<file path="src/rtl/mantissa_pp_gen.sv">
// rtl/mantissa_pp_gen.sv - two-stage 7x7 digit partial-product generator feeding the 28x28 mantissa tree
module mantissa_pp_gen (
  input  logic        clk,
  input  logic        rst,
  input  logic        flush,
  input  logic        in_valid,
  output logic        in_ready,
  input  logic [27:0] a,
  input  logic [27:0] b,
  input  logic [1:0]  op,
  output logic        out_valid,
  input  logic        out_ready,
  output logic [1:0]  op_out,
  output logic [13:0] pp11,
  output logic [13:0] pp12,
  output logic [13:0] pp13,
  output logic [13:0] pp14,
  output logic [13:0] pp21,
  output logic [13:0] pp22,
  output logic [13:0] pp23,
  output logic [13:0] pp24,
  output logic [13:0] pp31,
  output logic [13:0] pp32,
  output logic [13:0] pp33,
  output logic [13:0] pp34,
  output logic [13:0] pp41,
  output logic [13:0] pp42,
  output logic [13:0] pp43,
  output logic [13:0] pp44
);

  localparam logic [1:0] OP_DUAL = 2'b10;
  localparam logic [1:0] OP_QUAD = 2'b11;

  // Pipeline occupancy and handshake terms
  logic        s1_valid;
  logic        s2_valid;
  logic        s2_adv;
  logic        s1_adv;
  logic        in_accept;

  // Stage 1 holds the raw operands; stage 2 holds the masked products
  logic [27:0] s1_a;
  logic [27:0] s1_b;
  logic [1:0]  s1_op;
  logic [1:0]  s2_op;

  // Digit views of the S1 operands and the product array, index (I-1)*4 + (J-1)
  logic [6:0]  a_dig [4];
  logic [6:0]  b_dig [4];
  logic [13:0] pp_next [16];
  logic [13:0] pp_q [16];

  // A cross term survives only when both digits sit in the same lane:
  // dual mode splits digits {1,2} and {3,4}, quad mode gives each digit its own lane.
  function automatic logic pp_keep(input logic [1:0] mode, input logic [1:0] i, input logic [1:0] j);
    case (mode)
      OP_DUAL: pp_keep = (i[1] == j[1]);
      OP_QUAD: pp_keep = (i == j);
      default: pp_keep = 1'b1;
    endcase
  endfunction

  // Ready is combinational from out_ready so a full pipe can refill on the drain edge
  always_comb begin
    s2_adv    = !s2_valid || out_ready;
    s1_adv    = s1_valid && s2_adv;
    in_ready  = !s1_valid || s2_adv;
    in_accept = in_valid && in_ready && !flush;
  end

  // Split the S1 operands into digits and form the sixteen masked 7x7 products
  always_comb begin
    for (int d = 0; d < 4; d++) begin
      a_dig[d] = s1_a[7*d +: 7];
      b_dig[d] = s1_b[7*d +: 7];
    end
    for (int k = 0; k < 16; k++) begin
      if (pp_keep(s1_op, 2'(k / 4), 2'(k % 4))) begin
        pp_next[k] = {7'd0, a_dig[k / 4]} * {7'd0, b_dig[k % 4]};
      end else begin
        pp_next[k] = 14'h0;
      end
    end
  end

  // Valid bits: flush wins over any same-cycle accept or advance
  always_ff @(posedge clk or posedge rst) begin
    if (rst) begin
      s1_valid <= 1'b0;
      s2_valid <= 1'b0;
    end else if (flush) begin
      s1_valid <= 1'b0;
      s2_valid <= 1'b0;
    end else begin
      if (s2_adv) begin
        s2_valid <= s1_valid;
      end
      if (in_ready) begin
        s1_valid <= in_valid;
      end
    end
  end

  // S1 data registers load only on an accepted beat
  always_ff @(posedge clk or posedge rst) begin
    if (rst) begin
      s1_a  <= 28'h0;
      s1_b  <= 28'h0;
      s1_op <= 2'b00;
    end else if (in_accept) begin
      s1_a  <= a;
      s1_b  <= b;
      s1_op <= op;
    end
  end

  // S2 data registers load only when the S1 beat moves forward; held while stalled
  always_ff @(posedge clk or posedge rst) begin
    if (rst) begin
      s2_op <= 2'b00;
      for (int k = 0; k < 16; k++) begin
        pp_q[k] <= 14'h0;
      end
    end else if (s1_adv && !flush) begin
      s2_op <= s1_op;
      for (int k = 0; k < 16; k++) begin
        pp_q[k] <= pp_next[k];
      end
    end
  end

  assign out_valid = s2_valid;
  assign op_out    = s2_op;

  assign pp11 = pp_q[0];
  assign pp12 = pp_q[1];
  assign pp13 = pp_q[2];
  assign pp14 = pp_q[3];
  assign pp21 = pp_q[4];
  assign pp22 = pp_q[5];
  assign pp23 = pp_q[6];
  assign pp24 = pp_q[7];
  assign pp31 = pp_q[8];
  assign pp32 = pp_q[9];
  assign pp33 = pp_q[10];
  assign pp34 = pp_q[11];
  assign pp41 = pp_q[12];
  assign pp42 = pp_q[13];
  assign pp43 = pp_q[14];
  assign pp44 = pp_q[15];

endmodule

</file>
<file path="config.mk">
export PLATFORM = sky130hd
export DESIGN_NAME = mantissa_pp_gen
export DESIGN_NICKNAME = d
export VERILOG_FILES = /design/src/rtl/mantissa_pp_gen.sv
export SDC_FILE = /design/constraint.sdc
export NUM_CORES = 2
export LEC_CHECK = 0
export ABC_AREA = 1
export ABC_CLOCK_PERIOD_IN_PS = 19800
export BUFFER_PORTS_ARGS = -buffer_cell sky130_fd_sc_hd__buf_2
export CAP_MARGIN = 20
export CORE_UTILIZATION = 60
export CTS_CLUSTER_DIAMETER = 150
export DETAILED_ROUTE_END_ITERATION = 12
export PLACE_DENSITY = 0.8
export SYNTH_ARGS = -nofsm -noshare
export SYNTH_HDL_FRONTEND = slang
export SYNTH_SLANG_ARGS = --single-unit
</file>
<file path="constraint.sdc">
create_clock -name clk -period 19.8 [get_ports clk]
set_clock_uncertainty 0.15 [all_clocks]
set_input_delay 0 -clock clk [delete_from_list [all_inputs] [get_ports clk]]
set_output_delay 0 -clock clk [all_outputs]
set_load 0.01 [all_outputs]
</file>
[Yosys cells after proc, flatten, opt, wreduce, memory -nomap -nowiden]
Index checks and enable logic that the tools add are counted.
Storage, ports and cells
  register bits after elaboration: 286
  logic and storage cells: 68
  input bits: 63
Operators by class
  mux-type cells: 16
  equal/unequal tests: 2
  multiply operators: 16
  reduce and logical (&&, ||, !) cells: 12
Operator list (count)
  7-bit by 7-bit multiplier with 14-bit output: 16
  14-bit two-way mux: 12
  2-bit equality test, second input constant: 2
  1-bit logical AND: 4
  1-bit two-way mux: 4
  2-bit nonzero test: 2
  1-bit zero test: 3
  1-bit logical OR: 2
  2-bit OR reduction: 1

[Depth between registers and ports, before layout]
  word-level depth: 5
  depth in mapped cells: 22

[Worst setup path before layout]
Ideal clock, no wire load.
  kind: register to register
  start: register s1_a[23]
  end: register pp_q (netlist bit pp42[8])
  stages on the path, launching flop included: 21
  arrival time: 4.033 ns
  period minus slack after synthesis: 4.300 ns
  path slack: 15.500 ns
  data required time: 19.533 ns
  buffers on the path: 2
  cell sequence: dfrtp_1 > clkbuf_1 > buf_1 > nand2_1 > fa_1 > fa_1 > inv_1 > fa_1 > inv_1 > fa_1 > inv_1 > ha_1 > nand2_1 > inv_1 > nand2_1 > nand2_1 > inv_1 > nand2_1 > or2_2 > nand3_1 > nand2_1
Between the ends
  longest elaborated chain between the ends: 2
Ends and longest elaborated chain
  start, declared: RTL line 43  | logic [27:0] s1_a;
  start signal, assigned: RTL line 108  | s1_a <= 28'h0;
  start signal, assigned: RTL line 112  | s1_a <= a;
  7-bit by 7-bit multiplier with 14-bit output: RTL line 80  | pp_next[k] = {7'd0, a_dig[k / 4]} * {7'd0, b_dig[k % 4]};
  14-bit two-way mux: RTL line 79  | if (pp_keep(s1_op, 2'(k / 4), 2'(k % 4))) begin
  end signal, assigned by index: RTL line 128  | pp_q[k] <= pp_next[k];
  end, declared: RTL line 52  | logic [13:0] pp_q [16];
Every way passes these cells.
A chain may end at the register's enable or synchronous reset.

[Worst setup path after layout]
  start: register s1_a[25]
  end: register pp_q (netlist bit pp42[8])
The elaborated chain is that of the path after synthesis.

==> out/qor.csv <==
metric;value;unit
ant_nets;0;
hold_viol;0;
synth-seq-cells;286;
hpwlAfterDp;77600;um
numClockSinks;286;
ir_drop;0.116;mV
timing.rr.end;pp42[8];
syn_area;0.0390;mm^2
register_area;0.00716;mm^2
overflow;0;
wirelength;105000;um
critPathCapture;pp42[8];
yosysWarnings;0;
hold_depth;3;
portBuffers;290;
wl_per_cell;15.9;um
place_area;0.0411;mm^2
cts_max_level;2;
syn-num-nets;6422;
fp.coreArea;0.0643;mm^2
vias;34600;
power;7460;uW
grt_max_degree;91;
worstPathMaxFanout;18;
worstHoldStart;b[4];
outcome;finished clean;
power.density;173;mW/mm^2
worstPathArrival;5.05;ns
synth.distinct_cells;29;
netlist_top_cells_count;nand2_1, inv_1, ha_1;
rr_startpoint;s1_a[25];
yosysMostFrequentCell;nand2_1;
grt_pass1_wl;173000;um
met1_length;43600;um
drt-initial-drc-count;2576;
end_kind;register;
clkTransAtPathRegs;0.06;ns
tns;0;ns
start_util;0.607;
max_freq;210;MHz
path_class;reg2reg;
rows;93;
synthArstFlopShare;1.00;
setup_viol;0;
place_ws;15.11;ns
drive_gt1_frac;0.0864;
ff2ff_setup_slack;15.04;ns
max_cap_viol_count;0;
worst_slew_pin_slew;0.865;ns
clk_latency;0.58;ns
cts_tree;yes;
synth_ff_type;dfrtp_1;
antennaDiodeCount;0;
yosysTopAreaCell;fa_1;
setup_ws;15.04;ns
drt_pass1_iterations;6;
synth_top_area_frac;0.197;
cp-startpoint;s1_a[25];
cp.required;20.10;ns
die_area;0.0661;mm^2
hold_class;in2reg;
p_leak;0.0283;uW
finalCritPeriodShare;0.240;
numCtsBuffers;36;
wl_met2;48700;um
rsz0062_at_grt;no;
synthToLayoutAreaGrowth;10.2;%
die_x;257;um
slew_violations;0;
fill_cells;5449;
synth_area_per_cell;7.15;um^2
io_pins;291;
nets;6661;
antenna_found_initial;2;
cts_root_buffer;clkbuf_16;
fin_area;0.0430;mm^2
relSlewSlack;0.423;
synth-edff-count;0;
critPathLaunchType;register;
grt_pass1_vias;34700;
drcViolationCount;0;
finish.utilization;0.669;
synth-seq-area-share;0.183;
gp_congestion;0.930;
die_h;257;um
period_minus_slack;4.76;ns
grt_use_total;0.324;
ys_top_cells_by_area;fa_1, dfrtp_1, nand2_1;
clockBufferDepth;3;
ctsResizeCount;0;
multi_input_area;0.0260;mm^2
dr_wl_met3;7920;um
syn_inst;5463;
routed.top_layer;met4;
reg2regPathDepth;21;
vias_per_cell;5.26;
==> through the flow <==
| stage | std cells | hold WS (ns) |
|---|---|---|
| floorplan | 5463 | -0.0869 |
| global placement | 6455 | -0.00923 |
| global route | 6585 | 0.0490 |
| CTS | 6584 | 0.0231 |
| detailed placement | 6455 | -0.00230 |
| finish | 6585 | 0.0527 |
==> cells by family after synthesis <==
family | after synthesis | share of synthesized area
simple gates | 2385 | 0.242
buf+inv | 1538 | 0.152
fa+ha+maj | 896 | 0.361
flops | 286 | 0.183
compound gates | 263 | 0.0365
mux | 54 | 0.0156
xor+xnor | 41 | 0.00920
==> worst max-delay path, stage by stage (launching register included) <==
cell     delay, ns
dfrtp_1       0.62
buf_4         0.34
nand2_1       0.09
inv_1         0.06
fa_1          0.51
inv_1         0.06
fa_1          0.53
inv_1         0.05
fa_1          0.48
inv_1         0.05
fa_1          0.48
inv_1         0.05
ha_1          0.34
nand2_1       0.14
inv_1         0.05
nand2_1       0.06
nand2_1       0.06
inv_1         0.06
nand2_1       0.05
or2_2         0.28
nand3_1       0.07
nand2_1       0.07
==> registers in the layout, indices dropped and copies added (netlist names), 14 cells and up <==
signal,cells
pp13,14
pp31,14
pp22,14
pp11,14
pp44,14
pp24,14
pp23,14
s1_b,28
pp14,14
s1_a,28
pp32,14
pp21,14
pp43,14
pp34,14
pp42,14
pp33,14
pp12,14
pp41,14
==> where the power goes <==
part	total [uW]	internal, uW	switching [uW]
Sequential	950	792	158
Clock	722	431	292
Combinational	5790	2140	3650
Total	7460	3370	4100
==> per-layer routing <==
layer  global-route usage  vias up
met5                    0        -
met4                0.129        0
met3               0.0478      228
met2                0.543     1216
met1                0.422    16500
li1                     -    16700
==> cell type report <==
type	count	area share
clock buffers	49	0.0246
repair buffers	422	0.0609
multi-input cells	3639	0.603
flip-flops and latches	286	0.166
well taps	855	0.0249
clock inverters	17	0.00494
inverters	1317	0.115
==> repair_timing <==
item,CTS,global route
setup buffers,0,0
hold endpoints to repair,190,0
hold buffers,63,0
==> how the worst min path moves through the flow <==
stage	to	slack [ns]
global route	s1_b[9]	0.05
floorplan	out_valid	-0.09
CTS	out_valid	0.02
finish	s1_b[4]	0.05
detailed placement	out_valid	-0.002
global placement	out_valid	-0.009
==> layout by cell type (no fill, tap or decap), types with 8 or more instances in the layout <==
| cell | netlist | routed |
|---|---|---|
| o21ai_0 | 55 | 55 |
| buf_2 | 22 | 290 |
| mux2_2 | 54 | 54 |
| a22o_1 | 24 | 24 |
| xnor2_1 | 8 | 8 |
| inv_1 | 1313 | 1312 |
| nand2_1 | 1881 | 1881 |
| nand4_1 | 58 | 58 |
| nor2_1 | 183 | 183 |
| a31oi_1 | 12 | 12 |
| dfrtp_1 | 286 | 286 |
| clkbuf_8 | 0 | 9 |
| clkbuf_16 | 0 | 37 |
| xor2_1 | 33 | 33 |
| ha_1 | 512 | 512 |
| o21ai_1 | 68 | 68 |
| dlygate4sd3_1 | 0 | 63 |
| or2_2 | 8 | 8 |
| buf_4 | 19 | 68 |
| fa_1 | 384 | 384 |
| a21oi_1 | 103 | 103 |
| nand3_1 | 246 | 246 |
(Power assumes the default switching activity.)
